--- config.mk ---
export PLATFORM = sky130hd
export DESIGN_NAME = axi4_lite_reg_bank
export DESIGN_NICKNAME = d
export VERILOG_FILES = /design/src/rtl/axi4_lite_reg_bank.sv
export SDC_FILE = /design/constraint.sdc
export NUM_CORES = 1
export LEC_CHECK = 0
export ABC_AREA = 0
export ABC_CLOCK_PERIOD_IN_PS = 2100
export BUFFER_PORTS_ARGS = -buffer_cell sky130_fd_sc_hd__clkbuf_2
export CAP_MARGIN = 15
export CELL_PAD_IN_SITES_DETAIL_PLACEMENT = 1
export CELL_PAD_IN_SITES_GLOBAL_PLACEMENT = 2
export CORE_AREA = 2 2 332 334
export CTS_BUF_LIST = sky130_fd_sc_hd__clkbuf_4
export DETAILED_ROUTE_END_ITERATION = 8
export DIE_AREA = 0 0 334 336
export GPL_TIMING_DRIVEN = 0
export PLACE_DENSITY_LB_ADDON = 0.1
export SKIP_CTS_REPAIR_TIMING = 1
export SYNTH_ARGS = -nofsm -noshare
export SYNTH_HDL_FRONTEND = slang
export SYNTH_SLANG_ARGS = --single-unit
export TNS_END_PERCENT = 5
--- constraint.sdc ---
create_clock -name CLK -period 2.1 [get_ports CLK]
set_input_delay 0.525 -clock CLK [delete_from_list [all_inputs] [get_ports CLK]]
set_output_delay 0.525 -clock CLK [all_outputs]
set_load 0.03 [all_outputs]
--- src/rtl/axi4_lite_reg_bank.sv ---
// Parametrised register bank: RW, read-only (HW_IN mirror) and W1C sticky registers,
// byte strobes, two-stage registered response. Define REG_BANK_WR_PULSE_EN to add WR_PULSE.
module axi4_lite_reg_bank #(
    parameter int unsigned                        ADDR_WIDTH   = 4,
    parameter int unsigned                        DATA_WIDTH   = 32,
    parameter int unsigned                        NUM_REGS     = 8,
    parameter logic [NUM_REGS-1:0]                RW_MASK      = '1,
    parameter logic [NUM_REGS-1:0]                W1C_MASK     = '0,
    parameter logic [NUM_REGS*DATA_WIDTH-1:0]     RESET_VALUES = '0
) (
    input  logic                           CLK,
    input  logic                           RST,
    input  logic                           REQ,
    input  logic                           WEN,
    input  logic [ADDR_WIDTH-1:0]          ADDR,
    input  logic [DATA_WIDTH-1:0]          W_DATA,
    input  logic [DATA_WIDTH/8-1:0]        W_STRB,
    input  logic [NUM_REGS*DATA_WIDTH-1:0] HW_IN,
    input  logic [NUM_REGS*DATA_WIDTH-1:0] HW_SET,
    output logic                           RSP_VALID,
    output logic [DATA_WIDTH-1:0]          R_DATA,
    output logic                           RSP_ERR,
`ifdef REG_BANK_WR_PULSE_EN
    output logic [NUM_REGS-1:0]            WR_PULSE,
`endif
    output logic [NUM_REGS*DATA_WIDTH-1:0] REG_OUT
);
    localparam int unsigned         STRB_W  = DATA_WIDTH / 8;
    localparam logic [NUM_REGS-1:0] SW_MASK = RW_MASK | W1C_MASK;

    logic [DATA_WIDTH-1:0]          byte_mask;
    logic [NUM_REGS-1:0]            hit;
    logic [NUM_REGS-1:0]            wr_ok;
    logic [NUM_REGS*DATA_WIDTH-1:0] cur;
    logic [DATA_WIDTH-1:0]          rd_data;
    logic [DATA_WIDTH-1:0]          resp_data;
    logic                           resp_err;

    logic                           p_valid;
    logic [DATA_WIDTH-1:0]          p_data;
    logic                           p_err;

    // Slices of HW_IN / HW_SET belonging to other register kinds are not consumed.
    logic unused_hw;
    assign unused_hw = ^{HW_IN, HW_SET};

    always_comb begin
        byte_mask = '0;
        for (int unsigned b = 0; b < STRB_W; b++)
            byte_mask[b*8 +: 8] = {8{W_STRB[b]}};
    end

    // Out-of-range addresses match no register, so hit doubles as the range check.
    always_comb begin
        hit = '0;
        for (int unsigned i = 0; i < NUM_REGS; i++)
            hit[i] = (ADDR == ADDR_WIDTH'(i));
    end

    assign wr_ok = (REQ && WEN && !RST) ? (hit & SW_MASK) : '0;

    always_comb begin
        rd_data = '0;
        for (int unsigned i = 0; i < NUM_REGS; i++)
            if (hit[i])
                rd_data = SW_MASK[i] ? cur[i*DATA_WIDTH +: DATA_WIDTH]
                                     : HW_IN[i*DATA_WIDTH +: DATA_WIDTH];
    end

    assign resp_err  = WEN ? ~|(hit & SW_MASK) : ~|hit;
    assign resp_data = WEN ? '0 : rd_data;

    for (genvar i = 0; i < NUM_REGS; i++) begin : g_reg
        localparam logic [DATA_WIDTH-1:0] RV = RESET_VALUES[i*DATA_WIDTH +: DATA_WIDTH];
        if (W1C_MASK[i]) begin : g_w1c
            logic [DATA_WIDTH-1:0] q;
            // Clear first, then OR in the set pulses so a simultaneous set wins.
            always_ff @(posedge CLK) begin
                if (RST)
                    q <= RV;
                else
                    q <= (q & ~(wr_ok[i] ? (W_DATA & byte_mask) : '0))
                         | HW_SET[i*DATA_WIDTH +: DATA_WIDTH];
            end
            assign cur[i*DATA_WIDTH +: DATA_WIDTH] = q;
        end else if (RW_MASK[i]) begin : g_rw
            logic [DATA_WIDTH-1:0] q;
            always_ff @(posedge CLK) begin
                if (RST)
                    q <= RV;
                else if (wr_ok[i])
                    q <= (q & ~byte_mask) | (W_DATA & byte_mask);
            end
            assign cur[i*DATA_WIDTH +: DATA_WIDTH] = q;
        end else begin : g_ro
            assign cur[i*DATA_WIDTH +: DATA_WIDTH] = '0;
        end
    end

    assign REG_OUT = cur;

    always_ff @(posedge CLK) begin
        if (RST) begin
            p_valid   <= 1'b0;
            p_data    <= '0;
            p_err     <= 1'b0;
            RSP_VALID <= 1'b0;
            R_DATA    <= '0;
            RSP_ERR   <= 1'b0;
        end else begin
            p_valid <= REQ;
            if (REQ) begin
                p_data <= resp_data;
                p_err  <= resp_err;
            end
            RSP_VALID <= p_valid;
            if (p_valid) begin
                R_DATA  <= p_data;
                RSP_ERR <= p_err;
            end
        end
    end

`ifdef REG_BANK_WR_PULSE_EN
    logic [NUM_REGS-1:0] p_wr;
    always_ff @(posedge CLK) begin
        if (RST) begin
            p_wr     <= '0;
            WR_PULSE <= '0;
        end else begin
            p_wr     <= wr_ok;
            WR_PULSE <= p_wr;
        end
    end
`endif

endmodule
==> results by stage <==
Die:
- The area of the core is 0.108 sq mm.
- The starting density of the core is 13.2%.
- The area enclosed by the die boundary is 0.112 sq mm.
- The placement row count is 121.
- The I/O pin total is 846.
- The vertical extent of the die is 336 microns.
- The floorplan step set the die width to 334 microns.

Yosys:
- Synthesis produced 1670 cells.
- After synthesis the netlist holds a flip-flop and latch count of 324.
- Yosys mapped the design onto 44 distinct sky130hd cell types.
- The combinational family with the most area after synthesis is simple AND/OR/NAND/NOR gates.
- The dominant register cell in the synthesized netlist is sky130_fd_sc_hd__dfxtp_1.
- Yosys mapped a number of flops with a built-in enable equal to 0.
- The number of nets handed over by synthesis was 2226.
- The arithmetic-cell share of the synthesized area counting full adders, half adders and majority gates is 0%.
- Of the total synthesized cell area, the portion taken by AND, OR, NAND and NOR gates is 19.0%.
- Summing the areas of all xor and xnor instances in the mapped netlist gives 0% of the synthesized area.
- The synthesized netlist devotes 14.5% of its cell area to compound gates.
- The async set or reset register ratio after synthesis is 0%.
- Sequential cells were found to cover 45.3% of the synthesized design area.
- The post-synthesis cell area is 0.0143 sq mm.
- In the synthesized netlist, mux cells make up 15.7% of the area.
- The count of warnings emitted by yosys is 0.
- Each instance of the synthesized netlist takes up on average 8.58 sq um.

Global route:
- The first-pass GRT wire length is 142000 microns.
- The initial antenna violation count is 12.
- In the global route stage, overall resource usage came out at 18.8%.
- The number of global-route vias before repair is 15.7k.
- The sum of overflow across all layers after global routing is 0.
- The pin count of the biggest net entering global routing is 15.

Critical path:
- The type of the worst setup path is flop to output pin.
- Among all stages on the critical path, the largest delay is contributed by sky130_fd_sc_hd__dfxtp_1.
- The largest fanout of any net on the critical path is 3.
- The worst setup path is captured at an output pin.
- The type of element launching the critical path is a flop.
- The number of buffers and inverters on the critical path is 1.
- In this run the critical register-to-register path is launched from p_valid$_SDFF_PP0_.
- The critical path goes through buf_2.
- The data required time at the worst endpoint is 1.57 ns.
- The longest individual stage delay on the worst path is 0.47 ns.
- Broken down by cell family, the worst path's largest delay share belongs to flip-flops.
- Data on the critical path arrives at its endpoint at 1.69 ns.

Clocking:
- The H-tree depth is 3.
- Clock-pin slew was measured on the worst setup and hold paths at 0.06 ns.
- TritonCTS built the clock tree.
- In this run, CTS created clock tree buffers numbering 109.
- The maximum number of buffers from clock root to sink is 3.
- At the later pin of the worst-skew pair, clock insertion delay measures 0.96 ns.
- The total clock sinks is 324.
- The buffer type at the clock tree root is sky130_fd_sc_hd__clkbuf_4.

Power:
- Dividing total power by cell area gives a power density of 670 mW/mm^2.
- For this design the static power due to leakage is 8.41 nW.
- The total power of the final layout is 0.0141 W.
- The worst vdd rail ir drop is 0.000367 V.

Placement:
- The placer congestion estimate is 0.785.
- Buffers placed on the I/O ports in this run total 301.
- Once detailed placement completed, the half-perimeter wirelength came to 83100 microns.

Final layout:
- The final net count is 2663.
- Cells with a size suffix above 1 make up 35.7% of the layout.
- Cells fill 19.4% of the core in the end.
- The filler cell count in the final layout is 12.8k.
- The synthesis-to-finish area growth is 46.6%.

Min path:
- The worst min-delay path class is primary input to flop.
- The worst min-delay path startpoint is W_DATA[15].

Routing:
- The overall via count from detail_route is 14.9k.
- The post-route antenna net violation count is 0.
- The routed design has 107000 microns of wire.
- The detailed-route wire length per cell is 29.9 microns.
- For this run, design rule violations remaining after detail routing come to 0.
- The number of detailed-route iterations in the first pass is 5.
- Dividing the detail-routed via count by the number of cells gives 4.14.
- The number of DRC violations after detailed-routing iteration 0 is 655.

Timing:
- Across all setup checks in the final design, the least slack found is -0.112 ns.
- Timing would allow up to 0.452 GHz.
- The number of endpoints with negative hold slack in the final report is 0.
- The post-route clock period utilization is 105%.
- For the finished layout, the period the worst path requires is 2.21 ns.
- The setup-violating endpoint count in the final report is 21.
- The final-report max-slew violation count is 0.
- At the pin with the least slew margin, the transition time is 1.19 ns.
- Setup repair after global routing could not meet its margin everywhere.
- Clock skew on the completed layout was measured at 0.0602 ns.
- Headroom to the max-slew limit came out at 20.6%.

Flow run:
- Across the run, the number of max-cap violations was 0.

Run status:
- The final reports fail on negative setup slack.
- The flow ran to the end, but the final reports show violations.
[cell usage after synthesis (3+ instances only)]
master | instances | area (sq um)
sky130_fd_sc_hd__dfxtp_1 | 324 | 6490
sky130_fd_sc_hd__nor2_1 | 197 | 739
sky130_fd_sc_hd__mux2i_1 | 185 | 1850
sky130_fd_sc_hd__a21oi_1 | 177 | 886
sky130_fd_sc_hd__nand2_1 | 172 | 646
sky130_fd_sc_hd__nand3_1 | 128 | 641
sky130_fd_sc_hd__clkbuf_1 | 103 | 387
sky130_fd_sc_hd__o21ai_0 | 76 | 380
sky130_fd_sc_hd__buf_2 | 45 | 225
sky130_fd_sc_hd__o22ai_1 | 45 | 282
sky130_fd_sc_hd__nor2b_1 | 36 | 225
sky130_fd_sc_hd__mux2_2 | 35 | 394
sky130_fd_sc_hd__inv_1 | 25 | 93.8
sky130_fd_sc_hd__a2bb2oi_1 | 19 | 166
sky130_fd_sc_hd__a221oi_1 | 13 | 114
sky130_fd_sc_hd__nand2b_1 | 10 | 62.6
sky130_fd_sc_hd__o21a_1 | 9 | 67.6
sky130_fd_sc_hd__nand3_2 | 8 | 80.1
sky130_fd_sc_hd__buf_4 | 7 | 52.6
sky130_fd_sc_hd__a21boi_0 | 4 | 30.0
sky130_fd_sc_hd__and4_1 | 4 | 35.0
sky130_fd_sc_hd__and4b_1 | 4 | 40.0
sky130_fd_sc_hd__nand3b_1 | 4 | 30.0
sky130_fd_sc_hd__nand4_2 | 4 | 50.1
sky130_fd_sc_hd__o2111ai_1 | 4 | 35.0
sky130_fd_sc_hd__o2bb2ai_1 | 4 | 35.0
sky130_fd_sc_hd__o32a_1 | 4 | 40.0
sky130_fd_sc_hd__buf_6 | 3 | 33.8
[tightest hold or removal path, cell delays in order]
cell and delay, ns:
sky130_fd_sc_hd__clkbuf_1 0.20, sky130_fd_sc_hd__nand3_1 0.12, sky130_fd_sc_hd__a21oi_1 0.06
[final timing paths]
path,endpoint,slack [ns],cells past startpoint
max,REG_OUT[54],-0.11,1
min,flop,0.04,3
max reg2reg,R_DATA[25]$_SDFFE_PP0P_,0.21,4
min reg2reg,flop,0.48,2
[layer usage]
metal | track usage, % | vias up | share of wire (%)
li1 | - | 6776 | -
met1 | 23.7 | 7512 | 44
met2 | 31.1 | 477 | 47
met3 | 5.17 | 136 | 6.6
met4 | 5.24 | 8 | 2.6
met5 | 0 | - | 0.054
[per-stage QoR]
step	area [sq um]	std cells	hold WS, ns	setup TNS (ns)	setup slack (ns)
6_report	21000	3599	0.0419	-0.894	-0.112
5_1_grt	21000	3595	-0.00764	-12.61	-0.218
3_3_place_gp	17600	3385	0.460	-234.44	-1.35
3_5_place_dp	17700	3388	0.470	-217.01	-1.14
4_1_cts	19000	3569	-0.135	-47.25	-0.326
2_1_floorplan	14300	1670	0.456	0	0.287
[area by class of cell]
type | instances | area [sq um] | share of cell area (%)
diodes | 8 | 20.0 | 0.0954
plain buffers | 160 | 708 | 3.37
clock buffers | 156 | 1170 | 5.58
clock inverters | 25 | 148 | 0.703
inverters | 25 | 93.8 | 0.447
multi-input cells | 1161 | 7040 | 33.5
flip-flops and latches | 324 | 7070 | 33.7
well taps | 1414 | 1770 | 8.43
repair buffers | 326 | 2970 | 14.2
[report_power, final]
group / leakage (nW) / switching, W / total [W] / internal, W
clock: 0.790 / 0.00326 / 0.00684 / 0.00358
sequential: 2.75 / 0.0000272 / 0.00602 / 0.00600
combinational: 4.87 / 0.000936 / 0.00120 / 0.000267
total: 8.41 / 0.00422 / 0.0141 / 0.00985
[logic make-up (layout without fill, tap and decap cells)]
family          Yosys count  count (layout)
other cells               0               8
buf+inv                 185             692
flops                   324             324
simple gates            581             581
compound gates          360             360
mux                     220             220
[cells in the final DEF, fill, tap and decap left out, drive strengths merged, types with 8 or more instances in the layout]
cell and instances:
mux2i 185, diode 8, nor2b 36, mux2 35
nor2 197, nand3 136, o22ai 45, clkinv 21
o21ai 77, clkbuf 365, nand2b 10, o21a 9
a2bb2oi 19, dlygate4sd3 11, buf 266, nand2 172
inv 27, a21oi 177, dfxtp 324, a221oi 13
No activity file was read; power rests on OpenSTA's default activity.
